[src/rtl/lc3b_types.sv]
// Shared types for the LC-3b cache controller.
package lc3b_types;

   typedef logic [15:0] lc3b_word;

   typedef enum logic [1:0] {
      IDLE      = 2'd0,
      WRITEBACK = 2'd1,
      ALLOCATE  = 2'd2
   } cache_ctrl_state_t;

endpackage

[src/rtl/cache_control.sv]
// Two-way set-associative cache controller: hit handling, dirty-victim
// writeback, line allocation and a free-running miss counter.
module cache_control
   import lc3b_types::*;
(
   input  logic        clk,
   input  logic        reset,
   input  logic        mem_read,
   input  logic        mem_write,
   input  logic        hit0,
   input  logic        hit1,
   input  logic        dirty0,
   input  logic        dirty1,
   input  logic        lru,
   input  logic        pmem_resp,
   output logic        mem_resp,
   output logic        pmem_read,
   output logic        pmem_write,
   output logic        load0,
   output logic        load1,
   output logic        load_data_valid_dirty,
   output logic        load_tag,
   output logic        load_lru,
   output logic        lru_in,
   output logic        dirty_in,
   output logic        datain_sel,
   output logic        pmem_addr_sel,
   output logic [15:0] miss_count
);

   cache_ctrl_state_t state_q, state_d;
   logic              victim_q, victim_d;
   lc3b_word          miss_count_q, miss_count_d;

   logic req;
   logic hit;

   // A simultaneous read and write is handled as a write.
   assign req        = mem_read | mem_write;
   assign hit        = hit0 | hit1;
   assign miss_count = miss_count_q;

   // State, victim and miss counter registers; reset wins over everything.
   always_ff @(posedge clk) begin
      if (reset) begin
         state_q      <= IDLE;
         victim_q     <= 1'b0;
         miss_count_q <= '0;
      end else begin
         state_q      <= state_d;
         victim_q     <= victim_d;
         miss_count_q <= miss_count_d;
      end
   end

   // Next-state and output decode; every output defaults low.
   always_comb begin
      state_d               = state_q;
      victim_d              = victim_q;
      miss_count_d          = miss_count_q;
      mem_resp              = 1'b0;
      pmem_read             = 1'b0;
      pmem_write            = 1'b0;
      load0                 = 1'b0;
      load1                 = 1'b0;
      load_data_valid_dirty = 1'b0;
      load_tag              = 1'b0;
      load_lru              = 1'b0;
      lru_in                = 1'b0;
      dirty_in              = 1'b0;
      datain_sel            = 1'b0;
      pmem_addr_sel         = 1'b0;

      unique case (state_q)
         IDLE: begin
            if (req) begin
               if (hit) begin
                  // Way0 wins a double hit; the other way becomes LRU.
                  mem_resp = 1'b1;
                  load_lru = 1'b1;
                  lru_in   = hit0;
                  if (mem_write) begin
                     load_data_valid_dirty = 1'b1;
                     dirty_in              = 1'b1;
                     datain_sel            = 1'b0;
                     load0                 = hit0;
                     load1                 = ~hit0;
                  end
               end else begin
                  // Latch the victim now so later lru changes cannot move it.
                  victim_d     = lru;
                  miss_count_d = miss_count_q + 16'd1;
                  state_d      = (lru ? dirty1 : dirty0) ? WRITEBACK : ALLOCATE;
               end
            end
         end

         WRITEBACK: begin
            pmem_write    = 1'b1;
            pmem_addr_sel = 1'b1;
            if (pmem_resp) begin
               state_d = ALLOCATE;
            end
         end

         ALLOCATE: begin
            pmem_read     = 1'b1;
            pmem_addr_sel = 1'b0;
            if (pmem_resp) begin
               load_data_valid_dirty = 1'b1;
               load_tag              = 1'b1;
               dirty_in              = 1'b0;
               datain_sel            = 1'b1;
               load0                 = ~victim_q;
               load1                 = victim_q;
               state_d               = IDLE;
            end
         end

         default: begin
            state_d = IDLE;
         end
      endcase
   end

endmodule

[config.mk]
export PLATFORM = sky130hd
export DESIGN_NAME = cache_control
export DESIGN_NICKNAME = d
export VERILOG_FILES = /design/src/rtl/lc3b_types.sv /design/src/rtl/cache_control.sv
export SDC_FILE = /design/constraint.sdc
export NUM_CORES = 1
export LEC_CHECK = 0
export ABC_AREA = 1
export CAP_MARGIN = 10
export CORE_AREA = 2 2 55 57
export DETAILED_ROUTE_END_ITERATION = 6
export DIE_AREA = 0 0 57 59
export PLACE_DENSITY = 0.75
export SETUP_SLACK_MARGIN = 0.15
export SKIP_LAST_GASP = 1
export SYNTH_ARGS = -nofsm -noshare
export SYNTH_HDL_FRONTEND = slang
export SYNTH_SLANG_ARGS = --single-unit
[constraint.sdc]
create_clock -name clk -period 1.6 [get_ports clk]
set_clock_uncertainty 0.1 [all_clocks]
set_input_delay 0.32 -clock clk [delete_from_list [all_inputs] [get_ports clk]]
set_output_delay 0.32 -clock clk [all_outputs]
set_load 0.02 [all_outputs]
# Word-level counts from Yosys, hierarchy flattened
# Index checks and enable logic that the tools add are counted.
word_totals:
  memories: 0
  latchBits: 0
  romBits: 0
  in_bits: 10
  mem_bits_rw: 0
  ff_bits: 19
classes:
  mul: 0
  eq_ne: 6
  div_mod_pow: 0
  n_addsub: 1
  n_mux: 32
  shifts: 0
  n_lt_le_gt_ge: 0
  reduce_logical: 3
  bitwise_logic: 5
op_table:
  columns: ["op", "count"]
  rows:
  - ["1-bit two-way mux", 23]
  - ["16-bit by 1-bit adder with 16-bit output, second input constant", 1]
  - ["2-bit two-way mux", 5]
  - ["2-bit != test, second input constant", 4]
  - ["1-bit one-hot mux with 2 select lines", 3]
  - ["2-bit one-hot mux with 3 select lines", 1]
  - ["4-bit AND reduction", 1]
  - ["1-bit inverter", 3]
  - ["3-bit AND reduction", 1]
  - ["2-bit by 1-bit == test with 1-bit output, second input constant", 1]
  - ["2-bit == test, second input constant", 1]
  - ["2-bit zero test", 1]
  - ["1-bit OR", 2]

# Depth between registers and ports, before layout
depth:
  depth_word: 5
  ltp_mapped: 9

# Worst setup path after synthesis
# OpenSTA, ideal clock, no wires.
synth_timing:
  path_type: "reg2out"
  start: "register state_q[1]"
  end: "output load1"
  setup_slack_ns: -0.194
  stages_incl_launch_ff: 5
  required_ns: 1.180
  arrival_ns: 1.374
  path_cell_list: "dfxtp_1 -> inv_1 -> nor2_1 -> nand2_1 -> o22ai_1"
synth_between:
  elab_chain_cells: 2
  word_cells_on_any_way: 3
synth_lines:
  columns: ["element", "line", "source"]
  rows:
  - ["start, declared", "cache_control.sv:31", "cache_ctrl_state_t state_q, state_d;"]
  - ["start signal, assigned", "cache_control.sv:50", "state_q <= state_d;"]
  - ["2-bit == test or 2-bit zero test (tied branches)", "cache_control.sv:74", "unique case (state_q)"]
  - ["1-bit one-hot mux with 2 select lines *", "cache_control.sv:74", null]
  - ["end, declared", "cache_control.sv:20", "output logic load1,"]
# Mark *: on every way between the ends. The rest lies on a longest branch, timed or not.

# Worst setup path after layout
layout_timing:
  start: "register state_q[0]"
  end: "output load1"
# Same word-level chain as after synthesis.

==> summary.md <==
| Metric | Value |
|---|---|
| Status | `complete, but fails checks` |
| Failing checks | `setup timing` |
| Post-synth EDFFs | `0` |
| Tot Pwr | `roughly 1000 uW` |
| Clock sink total | `19` |
| Hold_sp | `miss_count[6]` |
| Critical path class | `reg -> out` |
| Routed WL per cell | `12.1 um` |
| Crit Path Max Fanout | `3` |
| Count leader, synth | `nand2_1` |
| Clk buf depth | `2` |
| Vias per inst | `4.88` |
| Synthesis-stage register bit count | `19` |
| Critical path required time | `about 1.2 ns` |
| Top cell type by total area after synthesis | `dfxtp_1` |
| Cells after Synth | `180` |
| Die Height | `59 um` |
| Met3 Usage GRT | `3.06%` |
| Core ar. | `roughly 0.0027 mm2` |
| Post-CTS Hold Fix Bufs | `0` |
| Total wire length | `3240 um` |
| Max-cap violations | `0` |
| RSZ-0062 raised after global routing | `true` |
| Die ar. | `~0.0034 mm2` |
| Power Dens Cells | `between 500 and 600 mW/mm2` |
| Ant. Diodes | `0` |
| Gr ovfl total | `0` |
| Final critical-path required period | `approximately 1.7 ns` |
| Crit Reg-Reg Endpoint | `miss_count[7]` |
| Layout cells sized above 1 | `between 30% and 40%` |
| Critical Path Slowest Stage Cell | `dfxtp_4` |
| Syn_nets | `roughly 190` |
| Layout net count | `250` |
| Ys Warns | `0` |
| Critical Path AT | `around 1.3 ns` |
| Slowest stage delay, CP | `just under 0.4 ns` |
| Root Buffer | `clkbuf_4` |
| Reg2reg setup slack | `-0.01 ns` |
| First-pass GRT wire length | `between 5000 and 6000 um` |
| Ys flop type | `dfxtp_1` |
| Area growth, synth to finish | `59.7%` |
| H-Tree Depth | `1` |
| Max-slew violations | `0` |
| Syn avg cell area | `~6.5 um2` |
| WHS Path Cells | `1` |
| ANT nets after route | `0` |
| Min-delay worst type | `reg -> reg` |
| Hold Crit Endpoint | `miss_count[6]` |
| Peak Freq | `just under 0.6 GHz` |
| Synth Cell Area | `0.00117 mm2` |
| Initial Utilization | `roughly 43%` |
| Io pins | `38` |
| Via count | `approximately 1.3k` |
| Vias in the first global route | `1266` |
| Largest net degree at the start of global routing | `13` |
| Final worst-path cycle share | `106%` |
| Worst skew pair latency | `between 0.2 and 0.3 ns` |
| Fin worst setup slack | `-0.0894 ns` |
| Met2 Usage GRT | `around 39%` |
| Clk slew on worst S/H paths | `roughly 0.10 ns` |
| Slew HR | `~76%` |
| Final setup violation count | `8` |
| Async set-reset flop share out of synthesis | `0%` |
| Maximum VDD drop | `roughly 490 uV` |
| FF-to-FF Start | `state_q[0]` |
| DRT Pass-1 Iters | `4` |
| CP endpoint kind | `output pin` |
| DP HPWL | `2500 um` |
| Initial antenna violation count | `0` |
| Final core occ | `between 60% and 70%` |
| # DRC | `0` |
| Busiest layer in global routing | `met2` |
| Largest cells by area after synthesis | `dfxtp_1, nand2_1, inv_1` |
| Die extent in x | `around 57 um` |
| Synth top cells by count | `nand2_1, inv_1, nor2_1` |
| Final Hold Vio Count | `0` |
| CP cell instances | `nor2_4 -> nand3_4 -> o22ai_4 -> buf_6` |
| Worst setup SP type | `register` |
| # rows | `19` |
| Leakage | `0.000821 uW` |
| Post-synth top area share | `between 30% and 40%` |
| Total CTS buffers | `3` |
| Depth of the most critical reg-to-reg path | `8` |
| TritonCTS clock tree | `built` |
| Worst-margin pin slew | `0.366 ns` |
| Met1 usage | `a little under a quarter` |
| Port Buffers | `37` |
| Initial DRC count | `27` |
| Unique masters post-synth | `26` |
| Routability cong. | `~0.91` |
| Seq/Total Area, Yosys | `roughly 32%` |
| GRT Resource Usage Total | `between 20% and 30%` |
==> layout by cell type (no fill, tap or decap), types with 2 or more instances in the layout <==
| master | instances |
|---|---|
| nand2_1 | 38 |
| nor2_1 | 26 |
| inv_1 | 25 |
| buf_4 | 19 |
| buf_6 | 15 |
| a21oi_1 | 12 |
| dfxtp_1 | 10 |
| nor2_4 | 8 |
| nand4_1 | 8 |
| dlygate4sd2_1 | 7 |
| dfxtp_2 | 7 |
| clkdlybuf4s50_1 | 5 |
| clkbuf_2 | 5 |
| clkdlybuf4s15_2 | 5 |
| nand3_1 | 4 |
| nand2_2 | 4 |
| o21ai_1 | 4 |
| inv_4 | 3 |
| nand2_4 | 3 |
| clkbuf_4 | 3 |
| clkdlybuf4s15_1 | 3 |
| nor2_2 | 2 |
| inv_2 | 2 |
| nand3_4 | 2 |
| nor3b_2 | 2 |
| nor3_1 | 2 |
| o21ai_2 | 2 |
| dfxtp_4 | 2 |
==> cell type report <==
class | count | area (um2)
Clock buffer | 4 | 26.3
Fill cell | 235 | 838
Inverter | 30 | 120
Multi-Input combinational cell | 125 | 736
Sequential cell | 19 | 397
Tap cell | 31 | 38.8
Timing Repair Buffer | 60 | 554
==> power by group <==
group          switching [uW]  internal, uW
Clock                     146          97.0
Combinational             143           136
Sequential               9.89           479
==> worst max-delay path: cells and delay by family, from the launching register on <==
family	cells	cell delay, ns
AOI/OAI and AO/OA	1	0.12
DFF	1	0.39
and+or+nand+nor	2	0.33
buffers and inverters	1	0.14
==> flip-flops by register name, summed over array words and instances, names as in the netlist <==
name	cells
victim_q	1
miss_count	16
state_q	2
==> metal layers <==
metal	wire (um)	share of wire (%)	vias to the layer above
li1	-	-	684
met1	1340	41	598
met2	1790	55	28
met3	94	2.9	4
met4	26	0.80	0
met5	0	0	-
==> metrics by stage <==
stage                     std cells  cell area (um2)  hold WS [ns]  setup slack [ns]  TNS (ns)
after detailed placement        262             1730         0.402            -0.674    -11.33
after global routing            269             1870         0.394            -0.136     -1.31
after floorplan                 180             1200         0.373             0.104         0
after CTS                       267             1850         0.417           -0.0889    -0.196
after global placement          262             1730         0.376            -0.590     -9.87
final                           269             1870         0.377           -0.0894    -0.313
==> what timing repair did <==
item / in CTS / in global routing
endpoints found under the hold margin: 0 / 0
gates resized for setup: 128 / 18
endpoints found under the setup margin: 47 / 43
buffers inserted: 1 / 2
pin swaps: 8 / 4
==> cell families (layout without fill, tap and decap cells) <==
kind of cell | count (synthesis) | count (layout) | share of synthesized area (%)
DFF | 19 | 19 | 32.4
AOI/OAI and AO/OA | 21 | 21 | 9.71
buffers and inverters | 36 | 94 | 13.1
adders and majority gates | 1 | 1 | 1.07
and+or+nand+nor | 101 | 101 | 42.2
xor gates and xnor gates | 2 | 2 | 1.49
==> worst max-delay path by stage <==
stage / start / depth (start not counted) / slack, ns / to
global route: state_q[1] / 5 / -0.14 / load0
CTS: state_q[0] / 4 / -0.09 / load0
global placement: hit0 / 4 / -0.59 / load0
finish: state_q[0] / 4 / -0.09 / load1
detailed placement: hit0 / 6 / -0.67 / load1
floorplan: state_q[0] / 3 / 0.10 / pmem_write
Power figures use the tool's default switching activity.
